$ cat src/rtl/spi_txn_arbiter.sv
// Round-robin arbiter/sequencer sharing one SPI_master among N_REQ requesters.
// Optional START/XFER watchdog is compiled in with `define SPI_ARB_TIMEOUT_EN.
module spi_txn_arbiter #(
    parameter int N_REQ       = 4,
    parameter int TIMEOUT_CYC = 1024
) (
    input  logic                 clk,
    input  logic                 SPI_reset,
    input  logic [N_REQ-1:0]     req_valid,
    input  logic [8*N_REQ-1:0]   req_data,
    input  logic [N_REQ-1:0]     req_msb,
    input  logic [2*N_REQ-1:0]   req_div,
    output logic [N_REQ-1:0]     req_ready,
    output logic [N_REQ-1:0]     rsp_valid,
    output logic [7:0]           rsp_data,
    output logic                 rsp_err,
    output logic                 busy,
    output logic                 SPI_start,
    output logic [7:0]           SPI_data_trans,
    output logic                 SPI_MSB,
    output logic [1:0]           SPI_div,
    input  logic                 SPI_flag,
    input  logic [7:0]           SPI_data_rec,
    output logic [1:0]           dbg_state
);

    localparam int PW = (N_REQ > 1) ? $clog2(N_REQ) : 1;

    typedef enum logic [1:0] {
        ST_IDLE  = 2'd0,
        ST_START = 2'd1,
        ST_XFER  = 2'd2,
        ST_RESP  = 2'd3
    } state_t;

    state_t        state_q, state_d;
    logic [PW-1:0] ptr_q, ptr_d;
    logic [7:0]    data_q, data_d;
    logic          msb_q, msb_d;
    logic [1:0]    div_q, div_d;
    logic          sync1_q, flag_s_q;
    logic          err_q;
    logic          tmo_hit;
    logic          gnt_found;
    logic [PW-1:0] gnt_idx, cand_idx;

    // SPI_flag comes from the sck domain; only the second flop is ever looked at.
    always_ff @(posedge clk) begin
        if (!SPI_reset) begin
            sync1_q  <= 1'b0;
            flag_s_q <= 1'b0;
        end else begin
            sync1_q  <= SPI_flag;
            flag_s_q <= sync1_q;
        end
    end

    // Search from ptr+1 upward with wrap, so the last winner has lowest priority.
    always_comb begin
        gnt_found = 1'b0;
        gnt_idx   = ptr_q;
        cand_idx  = ptr_q;
        for (int k = 1; k <= N_REQ; k++) begin
            cand_idx = PW'((int'(ptr_q) + k) % N_REQ);
            if (!gnt_found && req_valid[cand_idx]) begin
                gnt_found = 1'b1;
                gnt_idx   = cand_idx;
            end
        end
    end

`ifdef SPI_ARB_TIMEOUT_EN
    logic [15:0] tmo_cnt_q, tmo_cnt_d;
    logic        err_d;

    assign tmo_cnt_d = (state_q == ST_START || state_q == ST_XFER) ? tmo_cnt_q + 16'd1 : 16'd0;
    assign tmo_hit   = (state_q == ST_START || state_q == ST_XFER) &&
                       (tmo_cnt_q == 16'(TIMEOUT_CYC - 1));
    assign err_d     = tmo_hit ? 1'b1 : ((state_q == ST_RESP) ? 1'b0 : err_q);

    always_ff @(posedge clk) begin
        if (!SPI_reset) begin
            tmo_cnt_q <= '0;
            err_q     <= 1'b0;
        end else begin
            tmo_cnt_q <= tmo_cnt_d;
            err_q     <= err_d;
        end
    end
`else
    // Keeps the parameter referenced when the watchdog is compiled out.
    logic unused_timeout_cyc;
    assign unused_timeout_cyc = (TIMEOUT_CYC != 0);
    assign tmo_hit            = 1'b0;
    assign err_q              = 1'b0;
`endif

    always_ff @(posedge clk) begin
        if (!SPI_reset) begin
            state_q <= ST_IDLE;
            ptr_q   <= PW'(N_REQ - 1);
            data_q  <= '0;
            msb_q   <= 1'b0;
            div_q   <= '0;
        end else begin
            state_q <= state_d;
            ptr_q   <= ptr_d;
            data_q  <= data_d;
            msb_q   <= msb_d;
            div_q   <= div_d;
        end
    end

    always_comb begin
        state_d   = state_q;
        ptr_d     = ptr_q;
        data_d    = data_q;
        msb_d     = msb_q;
        div_d     = div_q;
        req_ready = '0;
        rsp_valid = '0;
        rsp_data  = '0;
        rsp_err   = 1'b0;
        SPI_start = 1'b0;
        case (state_q)
            ST_IDLE: begin
                if (SPI_reset && gnt_found) begin
                    req_ready[gnt_idx] = 1'b1;
                    ptr_d   = gnt_idx;
                    data_d  = req_data[{gnt_idx, 3'b000} +: 8];
                    msb_d   = req_msb[gnt_idx];
                    div_d   = req_div[{gnt_idx, 1'b0} +: 2];
                    state_d = ST_START;
                end
            end
            ST_START: begin
                // Start drops the same cycle flag_s is seen, so the master cannot re-arm.
                if (tmo_hit) begin
                    state_d = ST_RESP;
                end else if (flag_s_q) begin
                    state_d = ST_XFER;
                end else begin
                    SPI_start = 1'b1;
                end
            end
            ST_XFER: begin
                if (tmo_hit || !flag_s_q) begin
                    state_d = ST_RESP;
                end
            end
            ST_RESP: begin
                rsp_valid[ptr_q] = 1'b1;
                rsp_err          = err_q;
                rsp_data         = err_q ? 8'h00 : SPI_data_rec;
                state_d          = ST_IDLE;
            end
            default: state_d = ST_IDLE;
        endcase
    end

    assign busy           = (state_q != ST_IDLE);
    assign SPI_data_trans = data_q;
    assign SPI_MSB        = msb_q;
    assign SPI_div        = div_q;
    assign dbg_state      = state_q;

endmodule

$ cat config.mk
export PLATFORM = sky130hd
export DESIGN_NAME = spi_txn_arbiter
export DESIGN_NICKNAME = d
export VERILOG_FILES = /design/src/rtl/spi_txn_arbiter.sv
export SDC_FILE = /design/constraint.sdc
export NUM_CORES = 1
export LEC_CHECK = 0
export CORE_MARGIN = 1
export CORE_UTILIZATION = 35
export CTS_CLUSTER_DIAMETER = 200
export DETAILED_ROUTE_END_ITERATION = 8
export PLACE_DENSITY_LB_ADDON = 0.08
export SLEW_MARGIN = 20
export SYNTH_ARGS = -nofsm -noshare
export SYNTH_HDL_FRONTEND = slang
export SYNTH_SLANG_ARGS = --single-unit
$ cat constraint.sdc
create_clock -name clk -period 3.1 [get_ports clk]
set_input_delay 0.775 -clock clk [delete_from_list [all_inputs] [get_ports clk]]
set_output_delay 0.775 -clock clk [all_outputs]
set_load 0.005 [all_outputs]
==> results of run 1 <==
==> registers in the layout (all words and copies together), names as in the netlist <==
signal,cells
SPI_data_trans,8
ptr_q,2
SPI_div,2
SPI_MSB,1
dbg_state,2
flag_s_q,1
sync1_q,1
==> routing by layer <==
layer	vias up	part of all wire [%]	global-route usage, %	wire length [um]
li1	737	-	-	-
met1	668	44	23.0	1770
met2	49	50	32.7	1980
met3	4	4.8	3.47	191
met4	0	0.76	5.71	30
met5	-	0	0	0
==> power by group through the flow <==
| stage | registers (mW) | logic, mW | clock network (mW) |
|---|---|---|---|
| 5_1_grt | 0.351 | 1.55 | 0.179 |
| 3_5_place_dp | 0.347 | 1.31 | 0 |
| 2_1_floorplan | 0.356 | 0.823 | 0 |
| 4_1_cts | 0.344 | 1.39 | 0.170 |
| 3_3_place_gp | 0.344 | 1.28 | 0 |
| 6_report | 0.343 | 1.43 | 0.168 |
==> stage by stage <==
stage | setup WS (ns) | total power, mW
floorplan | 0.187 | 1.18
global route | -0.00316 | 2.08
detailed placement | -0.763 | 1.66
global placement | -0.652 | 1.62
finish | 0.0712 | 1.94
CTS | 0.00435 | 1.91
==> Yosys cell counts <==
library cell  count  share of area [%]
and3b_2           1               0.70
ha_1              8                7.0
o21ai_0           2               0.70
or2_1             1               0.44
or4_1             1               0.53
conb_1            1               0.26
o41ai_2           1                1.1
o211ai_1          1               0.53
and3_2            1               0.53
buf_6             4                3.2
or2_2             1               0.44
or3_1             1               0.44
a2111oi_0         1               0.62
nor2b_1           2               0.88
a221oi_1          1               0.62
buf_8             1                1.1
mux2_2            1               0.79
o31ai_4           1                1.5
o22ai_1           1               0.44
nand3_1           1               0.35
and2_1           14                6.2
nor4_1            2               0.88
nand2b_1          1               0.44
a22o_1           11                6.8
mux2_4            1                1.1
clkbuf_2          2               0.70
buf_4             3                1.6
inv_1             7                1.9
and3b_1           1               0.62
nor2_1            6                1.6
nand2_1           6                1.6
clkbuf_1          1               0.26
a21oi_1           4                1.4
dfxtp_1          17                 24
nor3_1            3                1.1
mux2i_1          39                 27
buf_2             1               0.35
==> layout by cell type (no fill, tap or decap), drive strengths merged <==
| cell | count |
|---|---|
| buf | 24 |
| ha | 8 |
| nand2 | 6 |
| nor2b | 2 |
| nor2 | 6 |
| a22o | 11 |
| o21ai | 2 |
| o22ai | 1 |
| o41ai | 1 |
| mux2i | 39 |
| nor3 | 3 |
| nor4 | 2 |
| and2 | 14 |
| a221oi | 1 |
| clkinvlp | 1 |
| and3b | 2 |
| or4 | 1 |
| and3 | 1 |
| inv | 7 |
| nand2b | 1 |
| o211ai | 1 |
| conb | 1 |
| or3 | 1 |
| or2 | 2 |
| mux2 | 2 |
| dfxtp | 17 |
| nand3 | 1 |
| clkbuf | 7 |
| clkdlybuf4s50 | 81 |
| a21oi | 4 |
| o31ai | 1 |
| a2111oi | 1 |
==> kinds of logic (layout without fill, tap and decap cells) <==
family          Yosys count  in the layout  share of synthesized area (%)
buf+inv                  19            120                           8.99
simple gates             42             42                           16.7
mux                      41             41                           29.3
flops                    17             17                           24.0
other cells               1              1                          0.264
fa+ha+maj                 8              8                           7.05
compound gates           23             23                           13.7
==> repair_timing <==
item / 4_1_cts / 5_1_grt
endpoints found under the setup margin: 4 / 3
gates resized for setup: 36 / 10
pin swaps: 5 / 2
buffers inserted: 2 / 2
==> worst paths after layout <==
kind / endpoint / slack, ns / cells past startpoint
worst min-delay path: flag_s_q / 0.44 / 1
worst min register to register: flag_s_q / 0.44 / 1
worst max-delay path: req_ready[1] / 0.07 / 8
worst max register to register: SPI_data_trans[7] / 0.82 / 9
==> final cells by class <==
cell class	count	area, um^2
clock buffers	3	41.3
inverters	7	26.3
fillers	299	1260
flip-flops and latches	17	340
repair buffers	109	1010
clock inverters	1	7.51
multi-input cells	115	1020
well taps	48	60.1
==> critical path: cells and delay by family <==
family	cells	cell delay (ns)
and+or+nand+nor	3	0.93
AOI/OAI and AO/OA	2	0.13
buffers and inverters	3	0.42
==> results.toml, run 1 <==
[clock_tree]
cts_sinks = 17
cts-buffers-inserted = 3
cts_hold_buffers = 0
max-clock-path-buffers = 2
htreeDepth = 1
path_clk_slew_ns = 0.07
cts_tree = "yes"
root_buffer = "clkbuf_8"
worst_skew_pair.late_latency_ns = 0.25

[cells_and_area]
final_layout_size_suffix_gt1_share_pct = 18.7
syn_to_final_growth_pct = 76.7
final_util_pct = 66.5
antenna_cells = 0
fin_area_um2 = 2510
fin_nets = 320
stdcell_count = 300

[worst_setup_path]
worstPathArrival_ns = 2.25
cpMostUsedCell = "buf_4"
critPathMaxStageDelay_ns = 0.53
timing.rr.start = "ptr_q[0]"
critPathLaunchType = "input pin"
crit_fanout = 10
cp_slowest_cell = "or4_4"
cp-end-kind = "output pin"
crit_type = "input pin to output pin"
crit_chain = "buf_4, and3b_1, a21oi_2, or4_4, o31ai_4, buf_4, and3_4, clkbuf_2"
startpoint = "req_valid[0]"
required_ns = 2.32

[synthesis]
ys_types = 37
syn_nets = 218
ys_ff_latch = 17
synth_warnings = 0
syn_area_per_cell_um2 = 9.40
netlist_area_um2 = 1420
seq_area_frac_synth_pct = 24.0
synth_cells = 151

[die]
fp-row-count = 22
die_width_um = 65.7
core_area_um2 = 3770
initial_utilization_pct = 37.7
die_area_um2 = 4320
die_h_um = 65.7
io_pins = 91

[flow_run]
cap_violations = 0

[sta]
tns_ns = 0
finClkSkew_ns = 0.00810
hold_viol_final = 0
clock.fmax_mhz = 330
drv_slew = 0
post-route-min-period_ns = 3.03
period_share_pct = 97.7
setup_violations = 0
hold_ws_ns = 0.435

[min_path]
hp-class = "register to register"
hold_start = "sync1_q"

[power]
irDropWorstVdd_mv = 0.488
p_seq_share_pct = 17.7
intPower_mw = 1.19
netSwitchingPower_mw = 0.747
clock_power_share_pct = 8.7
p_comb_share_pct = 73.6
p_leak_nw = 1.14
p_sw_share_pct = 38.5
power-per-cell-area_nw_per_um2 = 773

[detailed_routing]
firstDrtPassIters = 4
vias_per_cell = 4.86
routed_wirelength_mm = 3.97
wl_per_cell_um = 13.2
postRouteAntennaNets = 0
dr.first_iter.drc_count = 66
num_vias = 1458
drc = 0

[place]
place_congestion = 0.743
dp_cells = 292
numPortBuffers = 89
dpl.hpwl_mm = 3.13
post_dp_cell_area_um2 = 2400

[global_route]
track_usage_pct = 18.8
grt_overflow = 0
grt_antenna_before_repair = 0
grt_pass1_wl_mm = 6.33
grt_pass1_vias = 1473
grt_max_degree = 14

[outcome]
status = "complete, no violations"
No activity file was read; power rests on OpenSTA's default activity.
==> inputs of run 2 (changes only) <==
CORE_ASPECT_RATIO = 0.7   (was unset)
clock period = 3.15 ns   (was 3.1 ns; I/O delays follow)
==> results.toml, run 2 (synthesis results as in run 1) <==
[outcome]
status = "complete, no violations"

[worst_setup_path]
cp_slowest_cell = "a2111oi_2"
crit_chain = "buf_2, buf_4, a2111oi_2, or2_1, o31ai_4, buf_4, nor4_2, clkbuf_2"
cp_num_buf_inv = 4
cp_num_cells = 8
required_ns = 2.36
crit_fanout = 6
timing.rr.start = "ptr_q[1]"
critPathMaxStageDelay_ns = 0.31
critPathLaunchType = "input pin"
cp-end-kind = "output pin"
rrSetupSlack_ns = 0.86
crit_family = "buffers and inverters"
r2r-end = "SPI_data_trans[4]"
worstPathArrival_ns = 2.25
cpMostUsedCell = "buf_4"
r2r_cells = 10
crit_type = "input pin to output pin"

[global_route]
grt_antenna_before_repair = 0
grt_max_degree = 13
grt_pass1_vias = 1448
track_usage_pct = 19.4
grt_pass1_wl_mm = 6.64
grt_overflow = 0

[cells_and_area]
mostFrequentLayoutCell = "clkdlybuf4s50_1"
fin_area_um2 = 2520
syn_to_final_growth_pct = 77.7
antenna_cells = 0
final_layout_size_suffix_gt1_share_pct = 18.2
layout_common_cells = "clkdlybuf4s50_1, mux2i_1, buf_4"
largest_reg_flops = 8
fin_nets = 321

[place]
pre_cts_ws_ns = -0.638
post_dp_cell_area_um2 = 2430
dpl.hpwl_mm = 3.34
numPortBuffers = 89
place_congestion = 0.801

[clock_tree]
cts-buffers-inserted = 3
cts_tree = "yes"
cts_sinks = 17
worst_skew_pair.late_latency_ns = 0.25
path_clk_slew_ns = 0.06
root_buffer = "clkbuf_8"
htreeDepth = 1
cts_hold_buffers = 0
max-clock-path-buffers = 2

[power]
p_leak_nw = 1.15
irDropWorstVdd_mv = 0.322
power-per-cell-area_nw_per_um2 = 729

[detailed_routing]
num_vias = 1493
dr_wl_met2_mm = 1.99
vias_per_cell = 4.93
wl_per_cell_um = 13.1
firstDrtPassIters = 4
met1_length_mm = 1.65
top_layer_used = "met4"
wl_met3_um = 275
postRouteAntennaNets = 0
routed_wirelength_mm = 3.96
dr.first_iter.drc_count = 31
drc = 0

[die]
die_h_um = 55.3
initial_utilization_pct = 38.4
die_area_um2 = 4320
fp-row-count = 18
io_pins = 91
core_area_um2 = 3690
die_width_um = 78.1

[sta]
period_share_pct = 96.4
grt_setup_unrepaired = "false"
setup_violations = 0
hold_viol_final = 0
clock.fmax_mhz = 329
finClkSkew_ns = 0.00440
setup_slack_ns = 0.114
drv_slew = 0
post-route-min-period_ns = 3.04

[min_path]
hold_depth = 1
hp-class = "register to register"
hold_start = "sync1_q"
min_to = "flag_s_q"

[flow_run]
cap_violations = 0
==> run 2: worst max path at each step <==
stage / startpoint / to
global route: req_valid[1] / req_ready[2]
global placement: req_valid[1] / req_ready[2]
finish: req_valid[1] / req_ready[2]
detailed placement: req_valid[1] / req_ready[2]
floorplan: req_valid[0] / req_ready[0]
CTS: req_valid[1] / req_ready[2]
==> run 2: cell type report <==
class | count | area [um^2]
Multi-Input combinational cell | 115 | 1020
Fill cell | 292 | 1170
Inverter | 7 | 26.3
Tap cell | 50 | 62.6
Timing Repair Buffer | 110 | 1030
Clock buffer | 4 | 45.0
Sequential cell | 17 | 340
==> run 2: metrics by stage <==
step / std cells / setup TNS [ns] / utilization (%) / hold WS, ns / power [mW]
detailed placement: 298 / -2.42 / 65.9 / 0.427 / 1.63
finish: 303 / 0 / 68.3 / 0.435 / 1.84
CTS: 303 / 0 / 68.3 / 0.443 / 1.86
global placement: 298 / -2.22 / 65.9 / 0.419 / 1.59
global route: 303 / 0 / 68.3 / 0.460 / 1.99
floorplan: 151 / 0 / - / 0.412 / 1.16
==> run 2: what timing repair did <==
item                       in CTS  in global routing
buffers inserted                1                  0
pin swaps                       4                  1
resized for setup              36                  3
setup endpoints to repair       4                  1
==> run 2: power by group <==
group | internal, mW | total, mW | switching [mW]
Combinational | 0.762 | 1.34 | 0.579
Sequential | 0.291 | 0.337 | 0.0457
Clock | 0.0897 | 0.163 | 0.0735
Total | 1.14 | 1.84 | 0.698
==> run 2: metal layers <==
layer | track usage (%) | vias to the layer above
li1 | - | 743
met1 | 21.9 | 695
met2 | 34.7 | 51
met3 | 5.62 | 4
met4 | 6.61 | 0
met5 | 0 | -
